## config.mk

```make
export PLATFORM = sky130hd
export DESIGN_NAME = crypto_cpu_core_flat
export DESIGN_NICKNAME = d
export VERILOG_FILES = /design/src/rtl/crypto_cpu_core_if.sv /design/src/rtl/crypto_cpu_core.sv /design/src/flat_wrapper.sv
export SDC_FILE = /design/constraint.sdc
export NUM_CORES = 1
export LEC_CHECK = 0
export ABC_CLOCK_PERIOD_IN_PS = 10400
export BUFFER_PORTS_ARGS = -buffer_cell sky130_fd_sc_hd__buf_2
export CAP_MARGIN = 20
export CORE_UTILIZATION = 35
export DETAILED_ROUTE_END_ITERATION = 8
export GPL_TIMING_DRIVEN = 0
export PLACE_DENSITY = 0.62
export SYNTH_ARGS = -nofsm -noshare
export SYNTH_HDL_FRONTEND = slang
export SYNTH_SLANG_ARGS = --single-unit
```

## constraint.sdc

```tcl
create_clock -name clk -period 10.4 [get_ports clk]
set_input_delay 1.56 -clock clk [delete_from_list [all_inputs] [get_ports clk]]
set_output_delay 1.56 -clock clk [all_outputs]
set_load 0.02 [all_outputs]
```

## src/rtl/crypto_cpu_core_if.sv

```systemverilog
// Memory-side bus of crypto_cpu_core: instruction fetch port and data port,
// both using a level req held until ack.
interface crypto_cpu_core_if #(
    parameter int DATA_W = 8,
    parameter int PC_W   = 8,
    parameter int ADDR_W = 8
);
    logic              imem_req;
    logic [PC_W-1:0]   imem_addr;
    logic [15:0]       imem_rdata;
    logic              imem_ack;
    logic              dmem_req;
    logic              dmem_we;
    logic [ADDR_W-1:0] dmem_addr;
    logic [DATA_W-1:0] dmem_wdata;
    logic [DATA_W-1:0] dmem_rdata;
    logic              dmem_ack;

    modport master (
        output imem_req, imem_addr, dmem_req, dmem_we, dmem_addr, dmem_wdata,
        input  imem_rdata, imem_ack, dmem_rdata, dmem_ack
    );

    modport slave (
        input  imem_req, imem_addr, dmem_req, dmem_we, dmem_addr, dmem_wdata,
        output imem_rdata, imem_ack, dmem_rdata, dmem_ack
    );
endinterface

```

## src/rtl/crypto_cpu_core.sv

```systemverilog
// Multi-cycle crypto CPU: 16-bit instructions fetched over req/ack, data
// memory over req/ack, halt/error reporting and a retired-instruction counter.
//
// state   | meaning
// --------+-----------------------------------------------------------
// S_IDLE  | waiting for run
// S_FETCH | imem_req high, waiting for imem_ack
// S_EXEC  | decode and execute latched instruction
// S_MEM   | dmem_req high, waiting for dmem_ack (LD/ST)
// S_HALT  | stopped by HALT or illegal opcode; left only through reset
module crypto_cpu_core #(
    parameter int DATA_W = 8,
    parameter int NREGS  = 16,
    parameter int PC_W   = 8,
    parameter int ADDR_W = 8,
    parameter int CNT_W  = 16
) (
    input  logic                clk,
    input  logic                reset,
    input  logic                run,
    crypto_cpu_core_if.master   bus,
    output logic                halted,
    output logic                error,
    output logic [CNT_W-1:0]    instret
);
    typedef enum logic [2:0] {S_IDLE, S_FETCH, S_EXEC, S_MEM, S_HALT} state_t;

    localparam logic [DATA_W-1:0] DW = DATA_W'(DATA_W);

    state_t              state, state_n;
    logic [PC_W-1:0]     pc, pc_n;
    logic [15:0]         inst, inst_n;
    logic [DATA_W-1:0]   regs [16];
    logic                imem_req, imem_req_n;
    logic                dmem_req, dmem_req_n;
    logic                dmem_we, dmem_we_n;
    logic [ADDR_W-1:0]   dmem_addr, dmem_addr_n;
    logic [DATA_W-1:0]   dmem_wdata, dmem_wdata_n;
    logic                halted_n, error_n;
    logic [CNT_W-1:0]    instret_n;
    logic                wr_en;
    logic [DATA_W-1:0]   wr_data;

    logic [3:0]          op, rd, rs1, rs2;
    logic [7:0]          imm8;
    logic [DATA_W-1:0]   a, b, d, sh, alu;

    assign op   = inst[15:12];
    assign rd   = inst[11:8];
    assign rs1  = inst[7:4];
    assign rs2  = inst[3:0];
    assign imm8 = inst[7:0];
    assign a    = regs[rs1];
    assign b    = regs[rs2];
    assign d    = regs[rd];
    assign sh   = b % DW;

    always_comb begin
        alu = '0;
        case (op)
            4'h0:       alu = a + b;
            4'h1:       alu = a - b;
            4'h2:       alu = a & b;
            4'h3:       alu = a | b;
            4'h4, 4'h8: alu = a ^ b;
            4'h5:       alu = a << sh;
            4'h6:       alu = a >> sh;
            4'hA:       alu = DATA_W'(imm8);
            // a >> DW is zero, so a rotate by 0 needs no special case
            4'hC:       alu = (a << sh) | (a >> (DW - sh));
            default:    alu = '0;
        endcase
    end

    always_comb begin
        state_n      = state;
        pc_n         = pc;
        inst_n       = inst;
        imem_req_n   = imem_req;
        dmem_req_n   = dmem_req;
        dmem_we_n    = dmem_we;
        dmem_addr_n  = dmem_addr;
        dmem_wdata_n = dmem_wdata;
        halted_n     = halted;
        error_n      = error;
        instret_n    = instret;
        wr_en        = 1'b0;
        wr_data      = alu;
        case (state)
            S_IDLE: begin
                if (run) begin
                    state_n    = S_FETCH;
                    imem_req_n = 1'b1;
                end
            end
            S_FETCH: begin
                if (imem_req && bus.imem_ack) begin
                    inst_n     = bus.imem_rdata;
                    imem_req_n = 1'b0;
                    state_n    = S_EXEC;
                end
            end
            S_EXEC: begin
                case (op)
                    4'h7, 4'h9: begin
                        dmem_req_n   = 1'b1;
                        dmem_we_n    = (op == 4'h9);
                        dmem_addr_n  = a[ADDR_W-1:0];
                        dmem_wdata_n = b;
                        state_n      = S_MEM;
                    end
                    4'hF: begin
                        halted_n = 1'b1;
                        state_n  = S_HALT;
                    end
                    4'hE: begin
                        halted_n = 1'b1;
                        error_n  = 1'b1;
                        state_n  = S_HALT;
                    end
                    default: begin
                        if (op == 4'hB && d == '0) pc_n = PC_W'(imm8);
                        else                       pc_n = pc + 1'b1;
                        wr_en      = (op != 4'hB) && (op != 4'hD);
                        instret_n  = instret + 1'b1;
                        imem_req_n = 1'b1;
                        state_n    = S_FETCH;
                    end
                endcase
            end
            S_MEM: begin
                if (dmem_req && bus.dmem_ack) begin
                    wr_en      = !dmem_we;
                    wr_data    = bus.dmem_rdata;
                    dmem_req_n = 1'b0;
                    dmem_we_n  = 1'b0;
                    pc_n       = pc + 1'b1;
                    instret_n  = instret + 1'b1;
                    imem_req_n = 1'b1;
                    state_n    = S_FETCH;
                end
            end
            default: ;
        endcase
    end

    always_ff @(posedge clk) begin
        if (!reset) begin
            state      <= S_IDLE;
            pc         <= '0;
            inst       <= '0;
            imem_req   <= 1'b0;
            dmem_req   <= 1'b0;
            dmem_we    <= 1'b0;
            dmem_addr  <= '0;
            dmem_wdata <= '0;
            halted     <= 1'b0;
            error      <= 1'b0;
            instret    <= '0;
            for (int i = 0; i < 16; i++) regs[i] <= '0;
        end else begin
            state      <= state_n;
            pc         <= pc_n;
            inst       <= inst_n;
            imem_req   <= imem_req_n;
            dmem_req   <= dmem_req_n;
            dmem_we    <= dmem_we_n;
            dmem_addr  <= dmem_addr_n;
            dmem_wdata <= dmem_wdata_n;
            halted     <= halted_n;
            error      <= error_n;
            instret    <= instret_n;
            // unimplemented registers are never written and so read as 0
            if (wr_en && int'(rd) < NREGS) regs[rd] <= wr_data;
        end
    end

    assign bus.imem_req   = imem_req;
    assign bus.imem_addr  = pc;
    assign bus.dmem_req   = dmem_req;
    assign bus.dmem_we    = dmem_we;
    assign bus.dmem_addr  = dmem_addr;
    assign bus.dmem_wdata = dmem_wdata;
endmodule

```

## src/flat_wrapper.sv

```systemverilog
// flat-port wrapper written by rule: the top's interface ports become plain ports
module crypto_cpu_core_flat 
#(
    parameter int DATA_W = 8,
    parameter int NREGS  = 16,
    parameter int PC_W   = 8,
    parameter int ADDR_W = 8,
    parameter int CNT_W  = 16
)
  (clk, reset, run, halted, error, instret, bus_imem_req, bus_imem_addr, bus_dmem_req, bus_dmem_we, bus_dmem_addr, bus_dmem_wdata, bus_imem_rdata, bus_imem_ack, bus_dmem_rdata, bus_dmem_ack);
  crypto_cpu_core_if #(.DATA_W(DATA_W), .PC_W(PC_W), .ADDR_W(ADDR_W)) bus_i ();
  input  logic clk;
  input  logic reset;
  input  logic run;
  output logic halted;
  output logic error;
  output logic [CNT_W-1:0] instret;
  output wire logic [$bits(bus_i.imem_req)-1:0] bus_imem_req;
  output wire logic [$bits(bus_i.imem_addr)-1:0] bus_imem_addr;
  output wire logic [$bits(bus_i.dmem_req)-1:0] bus_dmem_req;
  output wire logic [$bits(bus_i.dmem_we)-1:0] bus_dmem_we;
  output wire logic [$bits(bus_i.dmem_addr)-1:0] bus_dmem_addr;
  output wire logic [$bits(bus_i.dmem_wdata)-1:0] bus_dmem_wdata;
  input wire logic [$bits(bus_i.imem_rdata)-1:0] bus_imem_rdata;
  input wire logic [$bits(bus_i.imem_ack)-1:0] bus_imem_ack;
  input wire logic [$bits(bus_i.dmem_rdata)-1:0] bus_dmem_rdata;
  input wire logic [$bits(bus_i.dmem_ack)-1:0] bus_dmem_ack;
  assign bus_imem_req = bus_i.imem_req;
  assign bus_imem_addr = bus_i.imem_addr;
  assign bus_dmem_req = bus_i.dmem_req;
  assign bus_dmem_we = bus_i.dmem_we;
  assign bus_dmem_addr = bus_i.dmem_addr;
  assign bus_dmem_wdata = bus_i.dmem_wdata;
  assign bus_i.imem_rdata = bus_imem_rdata;
  assign bus_i.imem_ack = bus_imem_ack;
  assign bus_i.dmem_rdata = bus_dmem_rdata;
  assign bus_i.dmem_ack = bus_dmem_ack;
  crypto_cpu_core #(.DATA_W(DATA_W), .NREGS(NREGS), .PC_W(PC_W), .ADDR_W(ADDR_W), .CNT_W(CNT_W)) u_core (.clk(clk), .reset(reset), .run(run), .bus(bus_i), .halted(halted), .error(error), .instret(instret));
endmodule
```

Yosys cells after proc, flatten, opt, wreduce, memory -nomap -nowiden:

Memory sizes are Yosys's and may differ from the RTL's. A register that Yosys moved wholly into a read port is not among the register bits.
Index checks and enable logic that the tools add are counted.

* bits in registers: 64
* memories kept: 1
* output and inout port bits: 45
* RAM bits: 128

Memories
* u_core.regs: words 16, width 8, rd ports 3, clocked after memory_dff 3, write ports 16, RTL line crypto_cpu_core.sv:33 `logic [DATA_W-1:0] regs [16];`

* muxes and demuxes: 41
* equal/unequal tests: 24
* $add $sub $neg: 5
* reductions and logical operators: 23
* shift-type cells: 3
* bitwise gates (word level): 4

Operators with widths (count)
* $pmux 8 s9: 1
* $mux 8: 6
* $mux 16: 2
* $pmux 16 s2: 1
* $eq 4x4->1 const B: 7
* $mux 4: 7
* $add 16x1->16 const B: 1
* $eq 4x3->1 const B: 4
* $or 8x8->8: 2
* $pmux 8 s2: 1
* $mux 1: 14
* $pmux 3 s4: 1
* $mux 3: 3
* $add 8x1->8 const B: 1
* $add 8x8->8: 1
* $and 8x8->8: 1
* $eq 4x2->1 const B: 2
* $logic_not 8->1: 1
* $ne 4x4->1 const B: 2
* $reduce_and 2->1: 4
* $reduce_or 8->1: 1
* $shl 8x3->8: 1
* $shr 8x3->8: 1
* $shr 8x8->8: 1
* 22 further kinds: 34

Depth between registers and ports, before layout:

Gate-level depths: netlist (run 1).

* depth after elaboration: 9
* depth in mapped cells: 24
* mapped depth without buffers: 17

Worst setup path before layout (run 1):

Ideal clock, no wire load.

* path kind: register to register
* from: register with a tool-made name
* to: memory u_core.regs[10][7] (data pin)
* arrival: 4.648 ns
* stages on the path, launching flop included: 23
* required time: 10.114 ns
* slack: 5.465 ns
* cell sequence: dfxtp_1 -> clkbuf_1 -> buf_2 -> nor2_1 -> a22o_1 -> o21ai_1 -> nand2_1 -> buf_2 -> ha_1 -> clkbuf_1 -> nand2_1 -> o21ai_0 -> inv_1 -> ha_1 -> nor2b_1 -> o21a_1 -> o21ai_0 -> a21oi_1 -> o21ai_0 -> a21boi_0 -> o2111ai_1 -> clkbuf_1 -> a31oi_2

RTL lines (RTL line)
* to (decl): crypto_cpu_core.sv:33

==> results of run 1 <==
[cells by family after synthesis]
logic type	count (synthesis)	synth area share (%)
buffers and inverters	123	4.680
flip-flops	204	43.16
multiplexers	101	13.95
AND/OR/NAND/NOR	456	17.84
XOR/XNOR	21	1.540
adder cells (fa/ha/maj)	29	2.959
AO/OA/AOI/OAI	281	15.87
[state kept, by name, indices dropped and copies added (netlist names), named ones only]
signal,flops
u_core.bus.dmem_req,1
u_core.bus.dmem_addr,8
u_core.bus.imem_req,1
u_core.halted,1
u_core.bus.dmem_we,1
u_core.bus.dmem_wdata,8
u_core.bus.imem_addr,8
u_core.inst,16
u_core.state,3
u_core.error,1
u_core.instret,16
u_core.regs,128
[worst max path at each step]
stage          slack (ns)  depth (start not counted)                  to     start
3_3_place_gp         3.06                         22  u_core.regs[12][7]  register
5_1_grt              3.38                         22  u_core.regs[12][7]  register
4_1_cts              3.79                         22  u_core.regs[12][7]  register
2_1_floorplan        5.47                         22  u_core.regs[10][7]  register
6_report             3.62                         22  u_core.regs[12][7]  register
3_5_place_dp         3.79                         22  u_core.regs[12][7]  register
[stage by stage]
step	hold WS, ns	cell area [um^2]	setup WS (ns)	utilization (%)
after floorplan	0.4631	12430	5.465	-
final	0.4537	14160	3.619	40.78
after detailed placement	0.4474	13390	3.794	38.58
after global routing	0.4720	14160	3.380	40.78
after CTS	0.4565	14140	3.789	40.74
after global placement	0.4411	13370	3.057	38.51
[power by group through the flow]
stage / clock network (mW) / registers [mW] / logic, mW
CTS: 0.824 / 0.914 / 0.509
floorplan: 0 / 0.918 / 0.315
finish: 0.819 / 0.917 / 0.523
global route: 0.854 / 0.917 / 0.544
global placement: 0 / 0.930 / 0.507
detailed placement: 0 / 0.931 / 0.507
[layout by cell type, fill, tap and decap left out, types with 11 or more instances in the layout]
master	n
sky130_fd_sc_hd__a211oi_1	45
sky130_fd_sc_hd__a21oi_1	70
sky130_fd_sc_hd__a31oi_1	19
sky130_fd_sc_hd__buf_2	90
sky130_fd_sc_hd__clkbuf_1	58
sky130_fd_sc_hd__clkbuf_16	24
sky130_fd_sc_hd__dfxtp_1	76
sky130_fd_sc_hd__edfxtp_1	128
sky130_fd_sc_hd__ha_1	27
sky130_fd_sc_hd__inv_1	30
sky130_fd_sc_hd__mux2i_1	33
sky130_fd_sc_hd__mux4_2	54
sky130_fd_sc_hd__nand2_1	147
sky130_fd_sc_hd__nand3_1	29
sky130_fd_sc_hd__nand4_1	11
sky130_fd_sc_hd__nor2_1	62
sky130_fd_sc_hd__nor2b_1	12
sky130_fd_sc_hd__nor3_1	110
sky130_fd_sc_hd__nor4_1	23
sky130_fd_sc_hd__o21ai_0	30
sky130_fd_sc_hd__o22ai_1	11
sky130_fd_sc_hd__or3_1	14
sky130_fd_sc_hd__xnor2_1	11
[routing by layer]
metal	share of wire (%)	wire, um
met5	0	0
met2	46	22120
met3	9.4	4537
met1	40	19510
met4	4.2	2047
[worst min-delay path, stage by stage, from the launching register on]
cell and delay [ns]:
sky130_fd_sc_hd__dfxtp_1 0.31, sky130_fd_sc_hd__nand2_1 0.05, sky130_fd_sc_hd__a21oi_1 0.05
[cell type report]
| type | count | area [um^2] | area share [%] |
|---|---|---|---|
| multi-input cells | 888 | 6485 | 45.81 |
| flip-flops and latches | 204 | 5365 | 37.90 |
| clock inverters | 12 | 117.6 | 0.8308 |
| inverters | 34 | 128.9 | 0.9104 |
| clock buffers | 30 | 633.1 | 4.472 |
| well taps | 455 | 569.3 | 4.022 |
| plain buffers | 89 | 452.9 | 3.200 |
| repair buffers | 78 | 404.1 | 2.855 |
==> metrics.log, run 1 <==
INFO  metric r2r-end = u_core.regs[12][7]
INFO  metric root_buffer = sky130_fd_sc_hd__clkbuf_16
INFO  metric combPwrFrac = 23.1%
INFO  metric p_int = 1.519 mW
INFO  metric grt_pass1_vias = 10630
INFO  metric worstSetupEndpointType = register
INFO  metric numPlacedInstances = 1746
INFO  metric post_synth_edffs = 128
INFO  metric std_cell_rows = 68
INFO  metric grt_most_used_layer = met2
INFO  metric grt_util_met2 = 41.72%
INFO  metric critical_path_peak_fanout = 12
INFO  metric avgRoutedWirePerCell = 26.93 um
INFO  metric synth_seq_cells = 204
INFO  metric report.final.slew_viol_count = 0
INFO  metric clockPowerShare = 36.3%
INFO  metric critical-path-slowest-cell = sky130_fd_sc_hd__clkbuf_1
INFO  metric tightestPinTransition = 1.161 ns
INFO  metric rr_worst_depth = 22
INFO  metric die_w = 190.5 um
INFO  metric timing.reg2reg.setup_slack = 3.62 ns
INFO  metric drt-initial-drc-count = 1410
INFO  metric netlist_top_cells_area = sky130_fd_sc_hd__edfxtp_1 (31%), sky130_fd_sc_hd__dfxtp_1 (12%), sky130_fd_sc_hd__mux4_2 (9.8%)
INFO  metric synth.top_cells.by_count = sky130_fd_sc_hd__nand2_1 (147), sky130_fd_sc_hd__edfxtp_1 (128), sky130_fd_sc_hd__nor3_1 (110)
INFO  metric grt_first_pass_wirelength = 70.47 mm
INFO  metric grt.total_usage = 26.36%
INFO  metric worstPathCellList = clkbuf_1, buf_2, nor2_1, a22o_1, o21ai_1, nand2_1, buf_2, ha_1, clkbuf_1, nand2_1, o21ai_0, inv_1, ha_1, nor2b_1, o21a_1, o21ai_0, a21oi_1, o21ai_0, a21boi_0, o2111ai_1, clkbuf_1, a31oi_2
INFO  metric post_cts_setup_repair_bufs = 0
INFO  metric cts_resized = 0
INFO  metric critPathMaxStageDelay = 0.66 ns
INFO  metric hp-class = reg2reg
INFO  metric cts-htree-levels = 1
INFO  metric fp.dieArea = 36280 um^2
INFO  metric drive_above_1_share = 17.45%
INFO  metric synth_cell_types = 85
INFO  metric ys.flop_type = sky130_fd_sc_hd__edfxtp_1
INFO  metric clk_path_buf_depth = 3
INFO  metric tritoncts.num_buffers = 24
INFO  metric finalHoldViolations = 0
INFO  metric synthDominantCellAreaShare = 30.92%
INFO  metric most_frequent_cell_after_synthesis = sky130_fd_sc_hd__nand2_1
INFO  metric outcome = finished, final reports clean
INFO  metric switching_power = 740.0 uW
INFO  metric clock-skew-final = 0.01123 ns
INFO  metric crit_family = compound AO/OA/AOI/OAI gates
INFO  metric initial_antenna_violation_count = 0
INFO  metric power-per-cell-area = 159.5 nW/um^2
INFO  metric switching_share = 32.76%
INFO  metric nNetsFinal = 1376
INFO  metric cts.sinks = 204
INFO  metric detail_route.vias_per_cell = 6.311
INFO  metric drv_cap = 0
INFO  metric asyncSetResetFlopFracSynth = 0%
INFO  metric setup_tns = 0 ns
INFO  metric fillers = 3432
INFO  metric power.total = 2.259 mW
INFO  metric clk_transition_reported_paths = 0.06 ns
INFO  metric postRouteAntennaNets = 0
INFO  metric ioPinCount = 74
INFO  metric grt_max_degree = 13
INFO  metric vias = 11300
INFO  metric detailedPlacementHpwl = 37.52 mm
INFO  metric floorplan.core_area = 34710 um^2
INFO  metric worst-endpoint-arrival = 7.00 ns
INFO  metric syn_area_per_cell = 10.23 um^2
INFO  metric share_of_power_burned_in_registers = 40.6%
INFO  metric drc = 0
INFO  metric worst_setup_path_start_kind = register
INFO  metric area.growth.synth_to_final = 13.87%
INFO  metric io_buffer_count = 73
INFO  metric cp.buffers_inverters = 6
INFO  metric vdd_ir_drop_max = 119.9 uV
INFO  metric n_antenna_cell = 0
INFO  metric gr-usage-met1 = 35.91%
INFO  metric gp_congestion = 1.001
INFO  metric starting_density_of_the_core = 35.81%
INFO  metric synth-warning-count = 0
INFO  metric final_cells = 1790
INFO  metric layout_worst_path_cycle_share = 65.20%
INFO  metric minimum_period_implied_by_the_final_worst_setup_slack = 6.781 ns
INFO  metric grt_use_met3 = 4.085%
INFO  metric wirelength = 48.21 mm
INFO  metric detailedRoute.firstPassIterationCount = 6
INFO  metric slew_headroom = 21.93%
INFO  metric cp_data_required_time = 10.62 ns
INFO  metric crit_path_kind = reg2reg
INFO  metric syn-num-nets = 1272
INFO  metric yosys.area.top_type = sky130_fd_sc_hd__edfxtp_1
INFO  metric hold_path_startpoint = u_core.bus.dmem_addr[3]
INFO  metric tritoncts_clock_tree = built
INFO  metric setup_repair_after_global_routing_missed_its_margin = false
INFO  metric hold_path_end = u_core.bus.dmem_addr[3]
INFO  metric synthesis.area = 12430 um^2
INFO  metric postSynthCellCount = 1215
INFO  metric setup-violations-final = 0
INFO  metric ys_seq_area_share = 43.16%
INFO  metric grt_overflow_total = 0
INFO  metric worst_hold_path.num_cells = 2
INFO  metric post_cts_hold_buffer_count = 0
INFO  metric insertion_delay_of_the_later_clocked_pin_in_the_worst_skew_pair = 0.53 ns
INFO  metric total_leakage_power = 4.797 nW
INFO  metric fmax = 0.1475 GHz
INFO  metric die-height = 190.5 um
Note: power is estimated with default switching activity, not from simulation.
==> inputs of run 2 (changes only) <==
--- a/config.mk
+++ b/config.mk
@@ -5,7 +5,7 @@
 export SDC_FILE = /design/constraint.sdc
 export NUM_CORES = 1
 export LEC_CHECK = 0
-export ABC_CLOCK_PERIOD_IN_PS = 10400
+export ABC_CLOCK_PERIOD_IN_PS = 7000
 export BUFFER_PORTS_ARGS = -buffer_cell sky130_fd_sc_hd__buf_2
 export CAP_MARGIN = 20
 export CORE_UTILIZATION = 35
==> constraint.sdc (replaced) <==
create_clock -name clk -period 7 [get_ports clk]
set_input_delay 1.05 -clock clk [delete_from_list [all_inputs] [get_ports clk]]
set_output_delay 1.05 -clock clk [all_outputs]
set_load 0.02 [all_outputs]
==> run 2 against run 1 <==
Via count barely moved. Critical path depth unchanged. Cell count did not move. Clock-buffer cell count unchanged. Wire length about the same. Worst setup slack lost 3.3 ns. Total power rose by 49%. Die area did not move. Clock skew about the same. Critical path type unchanged. Critical endpoint is now u_core.regs[1][3].
==> metrics.log, run 2 (same netlist as run 1, synthesis figures left out) <==
INFO  metric finalHoldViolations = 0
INFO  metric die_w = 190.5 um
INFO  metric detailed_place.area = 13390 um^2
INFO  metric critical-path-slowest-cell = sky130_fd_sc_hd__nor4_2
INFO  metric grt_max_degree = 13
INFO  metric slew_headroom = 22.40%
INFO  metric postRouteAntennaNets = 0
INFO  metric worst-endpoint-arrival = 6.88 ns
INFO  metric setup-violations-final = 0
INFO  metric fp.dieArea = 36280 um^2
INFO  metric vias = 11290
INFO  metric total_leakage_power = 4.800 nW
INFO  metric grt_first_pass_wirelength = 70.47 mm
INFO  metric drt-initial-drc-count = 1410
INFO  metric layout_worst_path_cycle_share = 94.93%
INFO  metric power-per-cell-area = 237.0 nW/um^2
INFO  metric setup_tns = 0 ns
INFO  metric io_buffer_count = 73
INFO  metric minimum_period_implied_by_the_final_worst_setup_slack = 6.645 ns
INFO  metric report.final.slew_viol_count = 0
INFO  metric gp_congestion = 1.001
INFO  metric detailedRoute.firstPassIterationCount = 6
INFO  metric power.total = 3.355 mW
INFO  metric ioPinCount = 74
INFO  metric grt_overflow_total = 0
INFO  metric setup_repair_after_global_routing_missed_its_margin = false
INFO  metric dp_slack = 0.3944 ns
INFO  metric floorplan.core_area = 34710 um^2
INFO  metric wirelength = 48.20 mm
INFO  metric detailedPlacementHpwl = 37.52 mm
INFO  metric hold_slack = 0.4537 ns
INFO  metric cts.sinks = 204
INFO  metric layout.cells.most_common = sky130_fd_sc_hd__nand2_1
INFO  metric clk_transition_reported_paths = 0.06 ns
INFO  metric worst_setup_path_start_kind = register
INFO  metric drc = 0
INFO  metric drive_above_1_share = 17.53%
INFO  metric tritoncts.num_buffers = 24
INFO  metric grt_pass1_vias = 10630
INFO  metric nNetsFinal = 1376
INFO  metric fillers = 3431
INFO  metric mostFrequentLayoutCells = sky130_fd_sc_hd__nand2_1 (147), sky130_fd_sc_hd__edfxtp_1 (128), sky130_fd_sc_hd__nor3_1 (110)
INFO  metric n_antenna_cell = 0
INFO  metric avgRoutedWirePerCell = 26.93 um
INFO  metric cpMostUsedCell = sky130_fd_sc_hd__buf_2
INFO  metric largest_registers = u_core.regs x128, u_core.inst x16, u_core.instret x16
INFO  metric final_cells = 1790
INFO  metric grt.total_usage = 26.36%
INFO  metric starting_density_of_the_core = 35.81%
INFO  metric cts-htree-levels = 1
INFO  metric worstPathCellList = clkbuf_1, buf_2, nor2_1, a22o_1, o21ai_1, nand2_1, buf_2, ha_1, clkbuf_1, nand2_1, o21ai_0, inv_1, ha_1, nor2b_1, o21a_1, nor2_1, xnor2_1, a21boi_0, o211ai_1, nor4_2, buf_2, a211oi_1
INFO  metric insertion_delay_of_the_later_clocked_pin_in_the_worst_skew_pair = 0.53 ns
INFO  metric finalWorstSetupSlack = 0.3546 ns
INFO  metric tightestPinTransition = 1.154 ns
INFO  metric largest_register_ffs = 128
INFO  metric root_buffer = sky130_fd_sc_hd__clkbuf_16
INFO  metric area.growth.synth_to_final = 13.88%
INFO  metric layout.cell_area.non_filler = 14160 um^2
INFO  metric numPlacedInstances = 1746
INFO  metric detail_route.vias_per_cell = 6.306
INFO  metric hp-class = reg2reg
INFO  metric std_cell_rows = 68
INFO  metric clock-skew-final = 0.01152 ns
INFO  metric initial_antenna_violation_count = 0
INFO  metric crit_path_kind = reg2reg
INFO  metric outcome = finished, final reports clean
INFO  metric critical_path_peak_fanout = 12
INFO  metric largest-register = u_core.regs
INFO  metric cp_data_required_time = 7.23 ns
INFO  metric critPathMaxStageDelay = 0.88 ns
INFO  metric worstSetupEndpointType = register
INFO  metric die-height = 190.5 um
INFO  metric drv_cap = 0
INFO  metric fmax = 0.1505 GHz
INFO  metric finish.utilization = 40.78%
INFO  metric tritoncts_clock_tree = built
INFO  metric clk_path_buf_depth = 3
INFO  metric vdd_ir_drop_max = 177.9 uV
==> run 2: cell types whose count changed in the layout (fill, tap and decap cells not counted) <==
| cell | change |
|---|---|
| sky130_fd_sc_hd__clkbuf_1 | -1 |
| sky130_fd_sc_hd__clkbuf_2 | +1 |
==> run 2: worst paths after layout <==
path                           startpoint                 endpoint  slack (ns)  depth (start not counted)
hold / removal    u_core.bus.dmem_addr[3]  u_core.bus.dmem_addr[3]        0.45                          2
setup / recovery                 register        u_core.regs[1][3]        0.35                         22
setup reg to reg                 register        u_core.regs[1][3]        0.35                         22
hold reg to reg   u_core.bus.dmem_addr[3]  u_core.bus.dmem_addr[3]        0.45                          2
==> run 2: layout make-up <==
type	instances	area (um^2)	area share (%)
inverters	34	128.9	0.9103
multi-input cells	888	6485	45.81
repair buffers	78	404.1	2.855
flip-flops and latches	204	5365	37.90
plain buffers	89	454.2	3.208
clock buffers	30	633.1	4.472
well taps	455	569.3	4.021
clock inverters	12	117.6	0.8308
==> run 2: worst max-delay path, delay by kind of cell (launching register included) <==
family / cells / cell delay (ns)
xor gates and xnor gates: 1 / 0.08
adders and majority gates: 2 / 0.62
DFF: 1 / 0.34
AOI/OAI and AO/OA: 7 / 1.58
buffers and inverters: 6 / 2.10
and+or+nand+nor: 6 / 1.61
==> run 2: what timing repair did <==
item	CTS	global route
setup buffers	0	0
hold buffers	0	0
gates resized for setup	0	2
endpoints found under the setup margin	0	3
==> run 2: power breakdown <==
part           internal, mW  leakage, nW  switching (mW)
Combinational         0.232         2.50           0.545
Sequential             1.31         1.94          0.0493
Clock                 0.712        0.364           0.505
Total                  2.26         4.80            1.10
==> run 2: layer usage <==
metal / wire length, um / global-route usage, %
met1: 19490 / 35.91
met2: 22100 / 41.72
met3: 4582 / 4.085
met4: 2023 / 10.68
met5: 0 / 0
==> inputs of run 3 (changes only) <==
--- a/config.mk
+++ b/config.mk
@@ -5,6 +5,7 @@
 export SDC_FILE = /design/constraint.sdc
 export NUM_CORES = 1
 export LEC_CHECK = 0
+export ABC_AREA = 1
 export ABC_CLOCK_PERIOD_IN_PS = 7000
 export BUFFER_PORTS_ARGS = -buffer_cell sky130_fd_sc_hd__buf_2
 export CAP_MARGIN = 20
==> run 3 against run 2 <==
Global-route usage is 0.18 points higher. Wire length is 9.5% higher. Sequential share of layout area is 3.0 points lower. Combinational power grew to 3.7 times the previous value. Largest power group is now combinational logic. Fmax is 25% higher. Critical path type unchanged. Hold slack better by 0.012 ns. Synthesized cell count is 55% higher. Synthesized area is 9.1% higher.
==> metrics.log, run 3 <==
INFO  metric outcome = finished, final reports clean
INFO  metric synth_cell_types = 49
INFO  metric critical_path_peak_fanout = 11
INFO  metric largest_registers = u_core.regs x128, u_core.inst x16, u_core.instret x16
INFO  metric starting_density_of_the_core = 35.75%
INFO  metric initial_antenna_violation_count = 0
INFO  metric die_w = 198.8 um
INFO  metric tritoncts.num_buffers = 24
INFO  metric finalHoldViolations = 0
INFO  metric crit_path_kind = reg2reg
INFO  metric setup_tns = 0 ns
INFO  metric synthDominantCellAreaShare = 28.34%
INFO  metric grt_max_degree = 14
INFO  metric rr_worst_depth = 24
INFO  metric die-height = 198.8 um
INFO  metric dp_slack = 1.814 ns
INFO  metric finalWorstSetupSlack = 1.671 ns
INFO  metric power-per-cell-area = 363.4 nW/um^2
INFO  metric tritoncts_clock_tree = built
INFO  metric setup_repair_after_global_routing_missed_its_margin = false
INFO  metric clk_path_buf_depth = 3
INFO  metric ioPinCount = 74
INFO  metric postRouteAntennaNets = 0
INFO  metric most_frequent_cell_after_synthesis = sky130_fd_sc_hd__nand2_1
INFO  metric setup-violations-final = 0
INFO  metric layout_worst_path_cycle_share = 76.13%
INFO  metric minimum_period_implied_by_the_final_worst_setup_slack = 5.329 ns
INFO  metric fp.dieArea = 39540 um^2
INFO  metric cpMostUsedCell = sky130_fd_sc_hd__nand2_1
INFO  metric synth-warning-count = 0
INFO  metric synthesis.area = 13560 um^2
INFO  metric cts-htree-levels = 1
INFO  metric syn_area_per_cell = 7.198 um^2
INFO  metric drt-initial-drc-count = 1713
INFO  metric area.growth.synth_to_final = 13.35%
INFO  metric worstSetupEndpointType = register
INFO  metric postSynthCellCount = 1884
INFO  metric post_synth_edffs = 128
INFO  metric nNetsFinal = 2039
INFO  metric critPathMaxStageDelay = 0.55 ns
INFO  metric detail_route.vias_per_cell = 5.650
INFO  metric yosys.area.top_type = sky130_fd_sc_hd__edfxtp_1
INFO  metric post_cts_hold_buffer_count = 0
INFO  metric drv_cap = 0
INFO  metric ys_seq_area_share = 39.56%
INFO  metric cts.sinks = 204
INFO  metric cp_data_required_time = 7.26 ns
INFO  metric ys.flop_type = sky130_fd_sc_hd__edfxtp_1
INFO  metric worst_hold_path.num_cells = 2
INFO  metric grt_pass1_vias = 13360
INFO  metric detailedPlacementHpwl = 39.45 mm
INFO  metric largest_register_ffs = 128
INFO  metric worstPathCellList = clkbuf_1, inv_1, nand3_1, nand2_2, inv_2, buf_4, ha_1, clkbuf_1, nand2_1, o21ai_0, fa_1, inv_1, nand3_1, nand2_1, nand2_1, nand2_1, a21oi_1, nor2_1, o21ai_0, nor3_1, nand3_1, nand2_2, buf_4, a21oi_1
INFO  metric post_cts_setup_repair_bufs = 0
INFO  metric syn-num-nets = 1941
INFO  metric root_buffer = sky130_fd_sc_hd__clkbuf_16
INFO  metric power.total = 5.586 mW
INFO  metric grt_overflow_total = 0
INFO  metric layout.cell_area.non_filler = 15370 um^2
INFO  metric total_leakage_power = 6.556 nW
INFO  metric layout.cells.most_common = sky130_fd_sc_hd__nand2_1
INFO  metric grt.total_usage = 26.53%
INFO  metric n_antenna_cell = 0
INFO  metric std_cell_rows = 71
INFO  metric critical-path-slowest-cell = sky130_fd_sc_hd__clkbuf_1
INFO  metric synth.top_cells.by_count = sky130_fd_sc_hd__nand2_1 (442), sky130_fd_sc_hd__inv_1 (237), sky130_fd_sc_hd__nand3_1 (232)
INFO  metric report.final.slew_viol_count = 0
INFO  metric vias = 14190
INFO  metric worst_setup_path_start_kind = register
INFO  metric detailedRoute.firstPassIterationCount = 7
INFO  metric slew_headroom = 35.21%
INFO  metric hold_path_startpoint = u_core.error
INFO  metric avgRoutedWirePerCell = 21.02 um
INFO  metric gp_congestion = 0.9687
INFO  metric worst-endpoint-arrival = 5.59 ns
INFO  metric insertion_delay_of_the_later_clocked_pin_in_the_worst_skew_pair = 0.55 ns
INFO  metric detailed_place.area = 14560 um^2
INFO  metric clock-skew-final = 0.02634 ns
INFO  metric netlist_top_cells_area = sky130_fd_sc_hd__edfxtp_1 (28%), sky130_fd_sc_hd__nand2_1 (12%), sky130_fd_sc_hd__dfxtp_1 (11%)
INFO  metric fmax = 0.1876 GHz
INFO  metric largest-register = u_core.regs
INFO  metric clk_transition_reported_paths = 0.06 ns
INFO  metric drive_above_1_share = 11.90%
INFO  metric vdd_ir_drop_max = 246.4 uV
INFO  metric tightestPinTransition = 0.9718 ns
INFO  metric drc = 0
INFO  metric floorplan.core_area = 37930 um^2
INFO  metric io_buffer_count = 72
INFO  metric wirelength = 52.77 mm
INFO  metric mostFrequentLayoutCells = sky130_fd_sc_hd__nand2_1 (442), sky130_fd_sc_hd__inv_1 (237), sky130_fd_sc_hd__nand3_1 (232)
INFO  metric hp-class = reg2reg
INFO  metric grt_first_pass_wirelength = 78.63 mm
INFO  metric asyncSetResetFlopFracSynth = 0%
INFO  metric synth_seq_cells = 204
INFO  metric cts_resized = 0
[run 3: changes by cell type after synthesis, moves of 22 or more]
cell                       previous run  this run
sky130_fd_sc_hd__o211ai_1            10        60
sky130_fd_sc_hd__mux2i_1             33         0
sky130_fd_sc_hd__mux4_2              54         0
sky130_fd_sc_hd__nor4_1              23         1
sky130_fd_sc_hd__a21oi_1             70       227
sky130_fd_sc_hd__a211oi_1            45         3
sky130_fd_sc_hd__nor2_1              62        98
sky130_fd_sc_hd__nor3_1             110        10
sky130_fd_sc_hd__nand2_1            147       442
sky130_fd_sc_hd__nand3_1             29       232
sky130_fd_sc_hd__inv_1               30       237
sky130_fd_sc_hd__o21ai_0             30        96
[run 3: cells by family after synthesis]
group	synth area share, %
AOI/OAI and AO/OA	18.94
xor gates and xnor gates	0.6459
adders and majority gates	2.639
buffers and inverters	11.60
DFF	39.56
and+or+nand+nor	26.62
[run 3: area by class of cell]
class                      count  area (um^2)
fill                        3980        22560
buffer                       106        609.3
tap                          511        639.4
inverter                     256        963.4
timing repair buffer          72        360.3
clock buffer                  34        689.4
clock inverter                10        121.4
sequential                   204         5365
multi-input combinational   1318         6624
[run 3: power by group]
part	internal, mW	switching [mW]
sequential	1.35	0.0549
combinational	0.857	2.04
clock	0.764	0.524
[run 3: critical path: cells and delay by family, from the launching register on]
| family | cells | cell delay (ns) |
|---|---|---|
| buf+inv | 7 | 1.98 |
| simple gates | 11 | 1.51 |
| fa+ha+maj | 2 | 0.70 |
| compound gates | 4 | 0.49 |
| flops | 1 | 0.31 |
[run 3: per-stage QoR]
step | util, % | hold slack [ns] | std cells
2_1_floorplan | - | 0.4533 | 1884
3_3_place_gp | 38.39 | 0.4530 | 2467
3_5_place_dp | 38.39 | 0.4595 | 2467
4_1_cts | 40.53 | 0.4747 | 2511
5_1_grt | 40.53 | 0.4870 | 2511
6_report | 40.53 | 0.4658 | 2511
[run 3: final timing paths]
path | end | slack [ns]
setup / recovery | u_core.regs[2][6] | 1.67
hold / removal | u_core.error | 0.47
hold reg to reg | u_core.error | 0.47
setup reg to reg | u_core.regs[2][6] | 1.67
[run 3: layer usage]
metal	wire, um	global-route usage [%]	part of all wire, %	vias up
met3	5134	4.408	9.7	164
li1	-	-	-	6522
met5	0	0	0	-
met4	2248	11.03	4.3	0
met1	22180	35.78	42	6681
met2	23220	41.92	44	821
